`src/rtl/hatch_seq_ctrl.sv`:
```
// Egg-hatch game sequencer: 1 s time base, BCD elapsed time, matrix frame index and
// heater-off watchdog. All outputs are registered and track the registered state.
module hatch_seq_ctrl #(
    parameter int TICK_DIV   = 1000,
    parameter int FRAME_SEC  = 2,
    parameter int GROW_FRAME = 10,
    parameter int DONE_FRAME = 16,
    parameter int COLD_LIMIT = 5
) (
    input  logic       clk,
    input  logic       rst,
    input  logic       enable,
    input  logic       start,
    input  logic       heat_on,
    output logic [2:0] state,
    output logic [4:0] frame,
    output logic [3:0] sec_tens,
    output logic [3:0] sec_ones,
    output logic       mx_en,
    output logic       disp_en,
    output logic       done,
    output logic       fail
);
    localparam int PW = $clog2(TICK_DIV);
    localparam int FW = (FRAME_SEC > 1) ? $clog2(FRAME_SEC) : 1;
    localparam int CW = $clog2(COLD_LIMIT + 1);

    typedef enum logic [2:0] {
        S_IDLE  = 3'd0,
        S_READY = 3'd1,
        S_HEAT  = 3'd2,
        S_GROW  = 3'd3,
        S_DONE  = 3'd4,
        S_FAIL  = 3'd5
    } state_t;

    state_t        state_q, state_d;
    logic [PW-1:0] presc_q, presc_d;
    logic [FW-1:0] fsec_q, fsec_d;
    logic [CW-1:0] cold_q, cold_d;
    logic [4:0]    frame_q, frame_d;
    logic [3:0]    tens_q, tens_d, ones_q, ones_d;
    logic          mx_en_q, mx_en_d, disp_en_q, disp_en_d;
    logic          done_q, done_d, fail_q, fail_d;
    logic          run, sec_tick;

    always_comb begin
        state_d  = state_q;
        presc_d  = presc_q;
        fsec_d   = fsec_q;
        cold_d   = cold_q;
        frame_d  = frame_q;
        tens_d   = tens_q;
        ones_d   = ones_q;
        run      = (state_q == S_HEAT) || (state_q == S_GROW);
        sec_tick = run && (presc_q == PW'(TICK_DIV - 1));

        case (state_q)
            S_IDLE:  state_d = S_READY;
            S_READY: if (start) state_d = S_HEAT;
            S_HEAT: begin
                if (frame_q == 5'(GROW_FRAME))      state_d = S_GROW;
                else if (cold_q == CW'(COLD_LIMIT)) state_d = S_FAIL;
            end
            S_GROW:  if (frame_q == 5'(DONE_FRAME)) state_d = S_DONE;
            S_DONE,
            S_FAIL:  if (start) state_d = S_READY;
            default: state_d = S_IDLE;
        endcase
        if (!enable) state_d = S_IDLE;

        // Prescaler only runs while hatching; DONE/FAIL freeze everything.
        if (run) presc_d = sec_tick ? '0 : presc_q + PW'(1);

        if (sec_tick && !(tens_q == 4'd9 && ones_q == 4'd9)) begin
            if (ones_q == 4'd9) begin
                ones_d = 4'd0;
                tens_d = tens_q + 4'd1;
            end else begin
                ones_d = ones_q + 4'd1;
            end
        end

        if (sec_tick && ((state_q == S_HEAT && heat_on) || state_q == S_GROW)) begin
            if (fsec_q == FW'(FRAME_SEC - 1)) begin
                fsec_d = '0;
                if (frame_q < 5'(DONE_FRAME)) frame_d = frame_q + 5'd1;
            end else begin
                fsec_d = fsec_q + FW'(1);
            end
        end

        if (state_q != S_HEAT || heat_on) cold_d = '0;
        else if (sec_tick)                cold_d = cold_q + CW'(1);

        // IDLE and READY always hold a fresh game, so leaving them starts from zero.
        if (state_d == S_IDLE || state_d == S_READY) begin
            presc_d = '0;
            fsec_d  = '0;
            cold_d  = '0;
            frame_d = '0;
            tens_d  = '0;
            ones_d  = '0;
        end

        mx_en_d   = (state_d >= S_READY) && (state_d <= S_FAIL);
        disp_en_d = (state_d >= S_HEAT) && (state_d <= S_FAIL);
        done_d    = (state_d == S_DONE);
        fail_d    = (state_d == S_FAIL);
    end

    always_ff @(posedge clk or negedge rst) begin
        if (!rst) begin
            state_q   <= S_IDLE;
            presc_q   <= '0;
            fsec_q    <= '0;
            cold_q    <= '0;
            frame_q   <= '0;
            tens_q    <= '0;
            ones_q    <= '0;
            mx_en_q   <= 1'b0;
            disp_en_q <= 1'b0;
            done_q    <= 1'b0;
            fail_q    <= 1'b0;
        end else begin
            state_q   <= state_d;
            presc_q   <= presc_d;
            fsec_q    <= fsec_d;
            cold_q    <= cold_d;
            frame_q   <= frame_d;
            tens_q    <= tens_d;
            ones_q    <= ones_d;
            mx_en_q   <= mx_en_d;
            disp_en_q <= disp_en_d;
            done_q    <= done_d;
            fail_q    <= fail_d;
        end
    end

    assign state    = state_q;
    assign frame    = frame_q;
    assign sec_tens = tens_q;
    assign sec_ones = ones_q;
    assign mx_en    = mx_en_q;
    assign disp_en  = disp_en_q;
    assign done     = done_q;
    assign fail     = fail_q;
endmodule
```
`config.mk`:
```
export PLATFORM = sky130hd
export DESIGN_NAME = hatch_seq_ctrl
export DESIGN_NICKNAME = d
export VERILOG_FILES = /design/src/rtl/hatch_seq_ctrl.sv
export SDC_FILE = /design/constraint.sdc
export NUM_CORES = 1
export LEC_CHECK = 0
export ABC_AREA = 1
export CAP_MARGIN = 20
export CORE_UTILIZATION = 40
export DETAILED_ROUTE_END_ITERATION = 7
export SLEW_MARGIN = 20
export SYNTH_ARGS = -nofsm -noshare
export SYNTH_HDL_FRONTEND = slang
export SYNTH_SLANG_ARGS = --single-unit
```
`constraint.sdc`:
```
create_clock -name clk -period 3.1 [get_ports clk]
set_input_delay 0.31 -clock clk [delete_from_list [all_inputs] [get_ports clk]]
set_output_delay 0.31 -clock clk [all_outputs]
set_load 0.05 [all_outputs]
```
==> results of run 1 <==
==> state kept, by name, indices dropped and copies added (netlist names) <==
name,flops
frame,5
disp_en,1
mx_en,1
fail,1
sec_tens,4
presc_q,10
fsec_q,1
done,1
sec_ones,4
state,3
cold_q,3
==> synth_stat cells, drive strengths merged <==
cell	instances	area share, %
nand3	13	4.1
ha	12	7.4
o21a	1	0.37
dfrtp	34	42
a21oi	7	1.9
nor3	9	2.5
inv	32	5.9
o211ai	1	0.37
a31oi	1	0.31
nand2	62	12
and3	1	0.31
xor2	2	0.86
nand3b	2	0.74
nand4	8	3.2
or2	9	2.8
nor3b	1	0.37
o21ai	20	5.1
xnor2	1	0.43
nor2	32	7.1
buf	4	1.9
o31ai	1	0.37
==> critical path: stages, from the launching register on <==
cell      delay [ns]
dfrtp_1         0.43
inv_1           0.15
ha_1            0.17
nand2_1         0.05
nor2_1          0.16
nand2_1         0.07
nand2_1         0.07
nor2_1          0.06
nor2_1          0.22
inv_1           0.10
ha_1            0.37
inv_4           0.21
nand2_4         0.17
nor2_1          0.24
o211ai_1        0.13
nand2_1         0.07
==> final timing paths <==
kind | from | to | slack [ns] | cells after the start
worst max-delay path | frame[0] | presc_q[9] | 0.38 | 15
min in group clk | fsec_q | fsec_q | 0.49 | 2
max in group asynchronous | rst | sec_ones[3] | 2.35 | 2
worst min register to register | fsec_q | fsec_q | 0.49 | 2
worst max register to register | frame[0] | presc_q[9] | 0.38 | 15
worst min-delay path | rst | cold_q[2] | 0.43 | 2
==> metal layers <==
layer,vias to the layer above,global-route usage (%),share of wire (%)
li1,867,-,-
met1,767,22.3,50
met2,27,27.2,45
met3,7,3.57,2.9
met4,0,8.33,1.8
met5,-,0,0
==> final cells by class <==
type,instances,area (um^2),area share (%)
flip-flops and latches,34,851,35.3
clock buffers,7,76.3,3.17
multi-input cells,183,1030,42.7
inverters,32,123,5.09
repair buffers,25,248,10.3
well taps,67,83.8,3.48
==> logic make-up (layout without fill, tap and decap cells) <==
kind of cell | count (synthesis) | in the layout | synth area share (%)
simple gates | 137 | 137 | 33.4
buf+inv | 36 | 64 | 7.80
flops | 34 | 34 | 41.7
compound gates | 31 | 31 | 8.41
fa+ha+maj | 12 | 12 | 7.37
xor+xnor | 3 | 3 | 1.29
==> repair_timing <==
action	CTS	global route
endpoints found under the setup margin	0	2
resized for setup	0	1
endpoints found under the hold margin	0	0
hold buffers	0	0
==> power breakdown <==
part | switching, mW | internal, mW | leakage [nW]
clock | 0.158 | 0.155 | 0.0383
sequential | 0.0324 | 0.471 | 0.467
combinational | 0.178 | 0.0866 | 0.575
==> through the flow <==
stage          setup slack (ns)  util [%]  cells  power, mW
5_1_grt                  0.0680      50.0    348       1.14
3_5_place_dp              0.297      48.4    341      0.778
6_report                  0.378      50.0    348       1.08
3_3_place_gp              0.309      48.4    341      0.774
4_1_cts                   0.274      50.0    348       1.09
2_1_floorplan             0.354         -    253      0.697
==> cell usage in the layout (no fill, tap or decap), drive strengths merged, types with 2 or more instances in the layout <==
cell type	instances
clkbuf	7
nor2	32
a21oi	7
nand3b	2
nand3	13
dfrtp	34
ha	12
clkdlybuf4s50	24
nand2	62
xor2	2
or2	9
nor3	9
nand4	8
inv	32
o21ai	20
==> impl_metrics.json, run 1 <==
{
  "hold_viol": 0,
  "cp.required_ns": 3.33,
  "rsz0062_at_grt": "false",
  "synth_fp_nets": 270,
  "track_usage_pct": 17.1,
  "cts_setup_buffers": 0,
  "grt_overflow": 0,
  "cts.clk_slew.worst_paths_ns": 0.07,
  "fillers": 497,
  "yosysWarnings": 0,
  "die_h_um": 73.4,
  "final_nets": 298,
  "cts_tree": "yes",
  "cts_buffers": 5,
  "period_share_pct": 87.8,
  "ir_drop_mv": 0.203,
  "critical_path_class": "reg -> reg",
  "clock_latency_ns": 0.29,
  "numClockSinks": 34,
  "setup_viol": 0,
  "cts_buffer_depth": 2,
  "final_area_um2": 2410,
  "ant_nets": 0,
  "antenna_found_initial": 0,
  "drive_gt1_share_pct": 11.4,
  "yosysSeqAreaShare_pct": 41.7,
  "vias": 1668,
  "place_congestion": 0.742,
  "dr.pass1.iters": 5,
  "grt_max_degree": 35,
  "skew_ns": 0.00644,
  "grt_pass1_vias": 1554,
  "ios": 25,
  "core-area_um2": 4820,
  "max-slew-margin-rel_pct": 65.6,
  "htreeDepth": 2,
  "syn_to_final_growth_pct": 18.2,
  "portBuffers": 24,
  "fin_crit_ns": 2.72,
  "hold_path.class": "in -> async",
  "end_kind": "register",
  "hold_ws_ns": 0.432,
  "post-route-drc-count": 0,
  "dieArea_um2": 5380,
  "arrival_ns": 2.96,
  "wire_per_inst_um": 11.6,
  "drtIter0Drc": 101,
  "placed_area_um2": 2330,
  "synthesis.area_um2": 2040,
  "avgSynthCellArea_um2": 8.06,
  "drv_cap": 0,
  "syn_inst": 253,
  "p_per_area_nw_per_um2": 448,
  "wl_mm": 4.04,
  "start_util_pct": 42.3,
  "synth_cell_type_count": 36,
  "slew_violations": 0,
  "setup_tns_ns": 0,
  "diodes": 0,
  "chipWidth_um": 73.4,
  "leakage_nw": 1.08,
  "path_max_fanout": 15,
  "routed_via_density": 4.79,
  "startpoint_type": "register",
  "ys_ff_latch": 34,
  "root_buffer": "clkbuf_8",
  "grt_pass1_wl_mm": 6.96,
  "tightest_slew_ns": 0.515,
  "dp_hpwl_mm": 2.86,
  "clock.fmax_ghz": 0.367,
  "outcome": "completed",
  "std_cell_rows": 25
}
(Power assumes the default switching activity.)
==> run 2, diff against run 1 <==
- CTS_BUF_LIST: default -> sky130_fd_sc_hd__clkbuf_8
- DONT_BUFFER_PORTS: default -> 1
==> run 2 against run 1 <==
Register-to-register slack better by 0.09 ns. Final cell count down 4.3%. Worst setup slack better by 0.087 ns. Combinational power down 30%. Critical path depth unchanged. Largest cell class unchanged. Maximum frequency up 3.3%.
==> impl_metrics.json, run 2 (synthesis gave the netlist of run 1 again) <==
{
  "top_register": "presc_q",
  "root_buffer": "clkbuf_8",
  "grt_pass1_vias": 1565,
  "path_max_fanout": 15,
  "fillers": 507,
  "largest_reg_flops": 10,
  "outcome": "completed",
  "place_congestion": 0.805,
  "antenna_found_initial": 0,
  "diodes": 0,
  "seq_area_um2": 851,
  "combinationalPowerShare_pct": 18.0,
  "multi_input_area_um2": 1030,
  "drive_gt1_share_pct": 15.0,
  "syn_to_final_growth_pct": 10.4,
  "cts_setup_buffers": 0,
  "std_cell_rows": 25,
  "numClockSinks": 34,
  "hold_viol": 0,
  "ctsHoldBuffers": 2,
  "critical_path_class": "reg -> reg",
  "cpMaxStageDelayCell": "dfrtp_1",
  "grt_overflow": 0,
  "wl_mm": 3.96,
  "ant_nets": 0,
  "drtIter0Drc": 82,
  "cts_buffers": 5,
  "setup_viol": 0,
  "chipWidth_um": 73.4,
  "p_int_uw": 678,
  "dp_hpwl_mm": 2.93,
  "portBuffers": 0,
  "p_per_area_nw_per_um2": 459,
  "cts_buffer_depth": 2,
  "final_cell_mix": "nand2_1, dfrtp_1, inv_1",
  "arrival_ns": 2.86,
  "end_kind": "register",
  "max_stage_delay_ns": 0.38,
  "ir_drop_mv": 0.250,
  "leakage_nw": 1.06,
  "vias": 1606,
  "die_h_um": 73.4,
  "ios": 25,
  "dr.pass1.iters": 4,
  "period_share_pct": 85.0,
  "slew_violations": 0,
  "core-area_um2": 4820,
  "htreeDepth": 2,
  "grt_max_degree": 35,
  "rsz0062_at_grt": "false",
  "layout_setup_ws_ns": 0.465,
  "tightest_slew_ns": 0.622,
  "final_nets": 283,
  "wire_per_inst_um": 11.9,
  "fin_crit_ns": 2.63,
  "grt_pass1_wl_mm": 7.00,
  "startpoint_type": "register",
  "clkPwrFrac_pct": 28.8,
  "setup_tns_ns": 0,
  "cp.required_ns": 3.33,
  "p_switching_uw": 354,
  "clock.fmax_ghz": 0.380,
  "pre_cts_slack_ns": 0.407,
  "track_usage_pct": 17.3,
  "start_util_pct": 42.3,
  "post-route-drc-count": 0,
  "ctsResizeCount": 0,
  "p_sw_share_pct": 34.3,
  "hold_path.class": "in -> reg",
  "routed_via_density": 4.82,
  "clock_latency_ns": 0.28,
  "mostFrequentLayoutCell": "nand2_1",
  "seqPwrFrac_pct": 53.2,
  "drv_cap": 0,
  "skew_ns": 0.00368,
  "cts_tree": "yes",
  "max-slew-margin-rel_pct": 58.6,
  "path_cells": "inv_1 > ha_1 > nand2_1 > nor2_1 > nand2_1 > nand2_1 > nor2_1 > nor2_1 > inv_1 > ha_1 > inv_2 > nand2_4 > nor2_1 > o211ai_1 > nand2_1",
  "dieArea_um2": 5380,
  "cts.clk_slew.worst_paths_ns": 0.07
}
[run 2: path summary, 6_finish.rpt]
check                      cells after the start  slack (ns)    endpoint  startpoint
max in group asynchronous                      2        2.45    frame[0]         rst
min reg2reg                                    2        0.50      fsec_q      fsec_q
min in group asynchronous                      2        0.47  presc_q[1]         rst
min                                            2        0.18    state[0]      enable
max reg2reg                                   15        0.47  presc_q[9]    frame[0]
max                                           15        0.47  presc_q[9]    frame[0]
[run 2: worst max-delay path, delay by kind of cell (launching register included)]
| family | cells | cell delay [ns] |
|---|---|---|
| AO/OA/AOI/OAI | 1 | 0.12 |
| buffers and inverters | 3 | 0.45 |
| AND/OR/NAND/NOR | 9 | 1.12 |
| flip-flops | 1 | 0.38 |
| adder cells (fa/ha/maj) | 2 | 0.49 |
[run 2: final cells by class]
type | count | share of cell area (%)
Multi-Input combinational cell | 183 | 45.7
Clock buffer | 5 | 3.06
Tap cell | 67 | 3.73
Sequential cell | 34 | 37.8
Inverter | 32 | 5.34
Clock inverter | 2 | 0.334
Timing Repair Buffer | 10 | 4.00
[run 2: power groups by stage]
stage	sequential (mW)	combinational (mW)	clock, mW
after floorplan	0.574	0.123	0
after global placement	0.557	0.171	0
after detailed placement	0.557	0.174	0
final	0.549	0.186	0.297
after CTS	0.549	0.189	0.312
after global routing	0.554	0.211	0.331
[run 2: per-layer routing]
layer	routed length, um	share of wire, %	track usage [%]	vias to the layer above
li1	-	-	-	837
met1	1890	48	21.4	738
met2	1830	46	28.1	24
met3	160	4.0	4.39	7
met4	82	2.1	8.33	0
met5	0	0	0	-
[run 2: through the flow]
step / total power [mW] / std cells / hold WS, ns / utilization, % / instance area [um^2]
3_3_place_gp: 0.729 / 324 / 0.0153 / 44.5 / 2140
2_1_floorplan: 0.697 / 253 / 0.0144 / - / 2040
4_1_cts: 1.05 / 333 / 0.165 / 46.7 / 2250
6_report: 1.03 / 333 / 0.181 / 46.7 / 2250
5_1_grt: 1.10 / 333 / 0.194 / 46.7 / 2250
3_5_place_dp: 0.731 / 324 / 0.0155 / 44.5 / 2140
==> run 3, diff against run 2 <==
- clock period: 3.1 -> 2.7 ns (I/O delays scaled with it)
==> run 3 against run 2 <==
Non-clock buffer count is 1 higher. Largest cell class unchanged. Final cell count is 0.60% higher. Clock power up 54%. Count of clock-buffer cells in the layout stayed put. Sequential share of layout area decreased by 1.0 points. Critical endpoint is now presc_q[5]. Clock skew grew 0.0053 ns. Worst setup slack lost 0.051 ns. Combinational power up 17%.
==> impl_metrics.json, run 3 (synthesis gave the netlist of run 1 again) <==
{
  "diodes": 0,
  "outcome": "completed",
  "grt_pass1_vias": 1587,
  "ios": 25,
  "tightest_slew_ns": 0.624,
  "startpoint_type": "register",
  "routed_via_density": 4.77,
  "hold_ws_ns": 0.143,
  "wl_mm": 3.99,
  "cp.required_ns": 2.92,
  "critical_path_class": "reg -> reg",
  "combinationalPowerShare_pct": 16.7,
  "arrival_ns": 2.50,
  "setup_tns_ns": 0,
  "path_cells": "inv_1 > ha_1 > nand2_1 > nor2_1 > nand2_1 > nand2_1 > nor2_1 > nor2_2 > inv_1 > ha_4 > nor2_4 > inv_1 > nand2_1 > nor2_1 > nor3b_1",
  "place_congestion": 0.836,
  "clock_latency_ns": 0.30,
  "crit_buf_inv": 3,
  "p_int_uw": 882,
  "wire_per_inst_um": 11.9,
  "max_stage_delay_ns": 0.40,
  "ir_drop_mv": 0.336,
  "cts_buffer_depth": 2,
  "leakage_nw": 1.08,
  "skew_ns": 0.00898,
  "rrSetupSlack_ns": 0.41,
  "mostFrequentLayoutCell": "nand2_1",
  "setup_viol": 0,
  "drtIter0Drc": 77,
  "grt_pass1_wl_mm": 6.93,
  "cts.clk_slew.worst_paths_ns": 0.07,
  "path_max_fanout": 9,
  "root_buffer": "clkbuf_8",
  "seqPwrFrac_pct": 48.3,
  "numClockSinks": 34,
  "p_per_area_nw_per_um2": 565,
  "dr.pass1.iters": 4,
  "dieArea_um2": 5380,
  "p_sw_share_pct": 32.5,
  "final_nets": 284,
  "end_kind": "register",
  "fin_crit_ns": 2.29,
  "clock.fmax_ghz": 0.437,
  "drv_cap": 0,
  "top_register": "presc_q",
  "drive_gt1_share_pct": 16.8,
  "clkPwrFrac_pct": 35.0,
  "cts_tree": "yes",
  "chipWidth_um": 73.4,
  "std_cell_rows": 25,
  "cpMostUsedCell": "nand2_1",
  "ant_nets": 0,
  "start_util_pct": 42.3,
  "antenna_found_initial": 0,
  "post-route-drc-count": 0,
  "slew_violations": 0,
  "portBuffers": 0,
  "period_share_pct": 84.7,
  "grt_max_degree": 35,
  "largest_reg_flops": 10,
  "final_cell_mix": "nand2_1, dfrtp_1, inv_1",
  "p_switching_uw": 425,
  "max-slew-margin-rel_pct": 58.4,
  "hold_path.class": "in -> reg",
  "hold_depth": 2,
  "dp_hpwl_mm": 2.91,
  "vias": 1599,
  "track_usage_pct": 17.2,
  "die_h_um": 73.4,
  "cts_buffers": 5,
  "rsz0062_at_grt": "false",
  "htreeDepth": 2,
  "hold_viol": 0,
  "cp_top_family": "simple AND/OR/NAND/NOR gates",
  "ff2ff_path_depth": 15,
  "grt_overflow": 0,
  "core-area_um2": 4820,
  "cp.depth": 15,
  "syn_to_final_growth_pct": 13.6,
  "cpMaxStageDelayCell": "dfrtp_2"
}
## run 3: cell type report
| type | count | area [um^2] |
|---|---|---|
| Clock buffer | 5 | 68.8 |
| Clock inverter | 3 | 37.5 |
| Fill cell | 513 | 2500 |
| Inverter | 32 | 123 |
| Multi-Input combinational cell | 183 | 1050 |
| Sequential cell | 34 | 852 |
| Tap cell | 67 | 83.8 |
| Timing Repair Buffer | 11 | 97.6 |
## run 3: through the flow
stage / power [mW] / util, % / cells / area [um^2] / worst slack, ns
CTS: 1.32 / 47.5 / 335 / 2290 / 0.0583
finish: 1.31 / 48.1 / 335 / 2310 / 0.414
global placement: 0.837 / 44.7 / 325 / 2150 / 0.180
floorplan: 0.800 / - / 253 / 2040 / 0.0178
detailed placement: 0.839 / 44.7 / 325 / 2150 / 0.0670
global route: 1.38 / 48.1 / 335 / 2310 / 0.101
## run 3: final timing paths
kind                       startpoint         end
setup / recovery             frame[0]  presc_q[5]
hold / removal                 enable       mx_en
setup reg to reg             frame[0]  presc_q[5]
hold reg to reg                fsec_q      fsec_q
max in group asynchronous         rst    frame[0]
min in group asynchronous         rst  presc_q[1]
## run 3: power groups by stage
stage          clock network [mW]  registers [mW]  logic (mW)
2_1_floorplan                   0           0.660       0.141
3_3_place_gp                    0           0.641       0.196
3_5_place_dp                    0           0.641       0.198
4_1_cts                     0.470           0.631       0.214
5_1_grt                     0.496           0.637       0.252
6_report                    0.458           0.631       0.218
## run 3: metal layers
metal | track usage (%) | wire, um | up-vias | share of wire (%)
met5 | 0 | 0 | - | 0
met1 | 21.5 | 1920 | 731 | 48
li1 | - | - | 844 | -
met4 | 5.98 | 53 | 0 | 1.3
met2 | 27.8 | 1860 | 19 | 47
met3 | 5.90 | 158 | 5 | 4.0
## run 3: timing repair
item / 4_1_cts / 5_1_grt
hold buffers: 2 / 0
gates resized for setup: 0 / 6
buffers inserted: 0 / 0
hold endpoints to repair: 34 / 0
setup endpoints to repair: 0 / 23
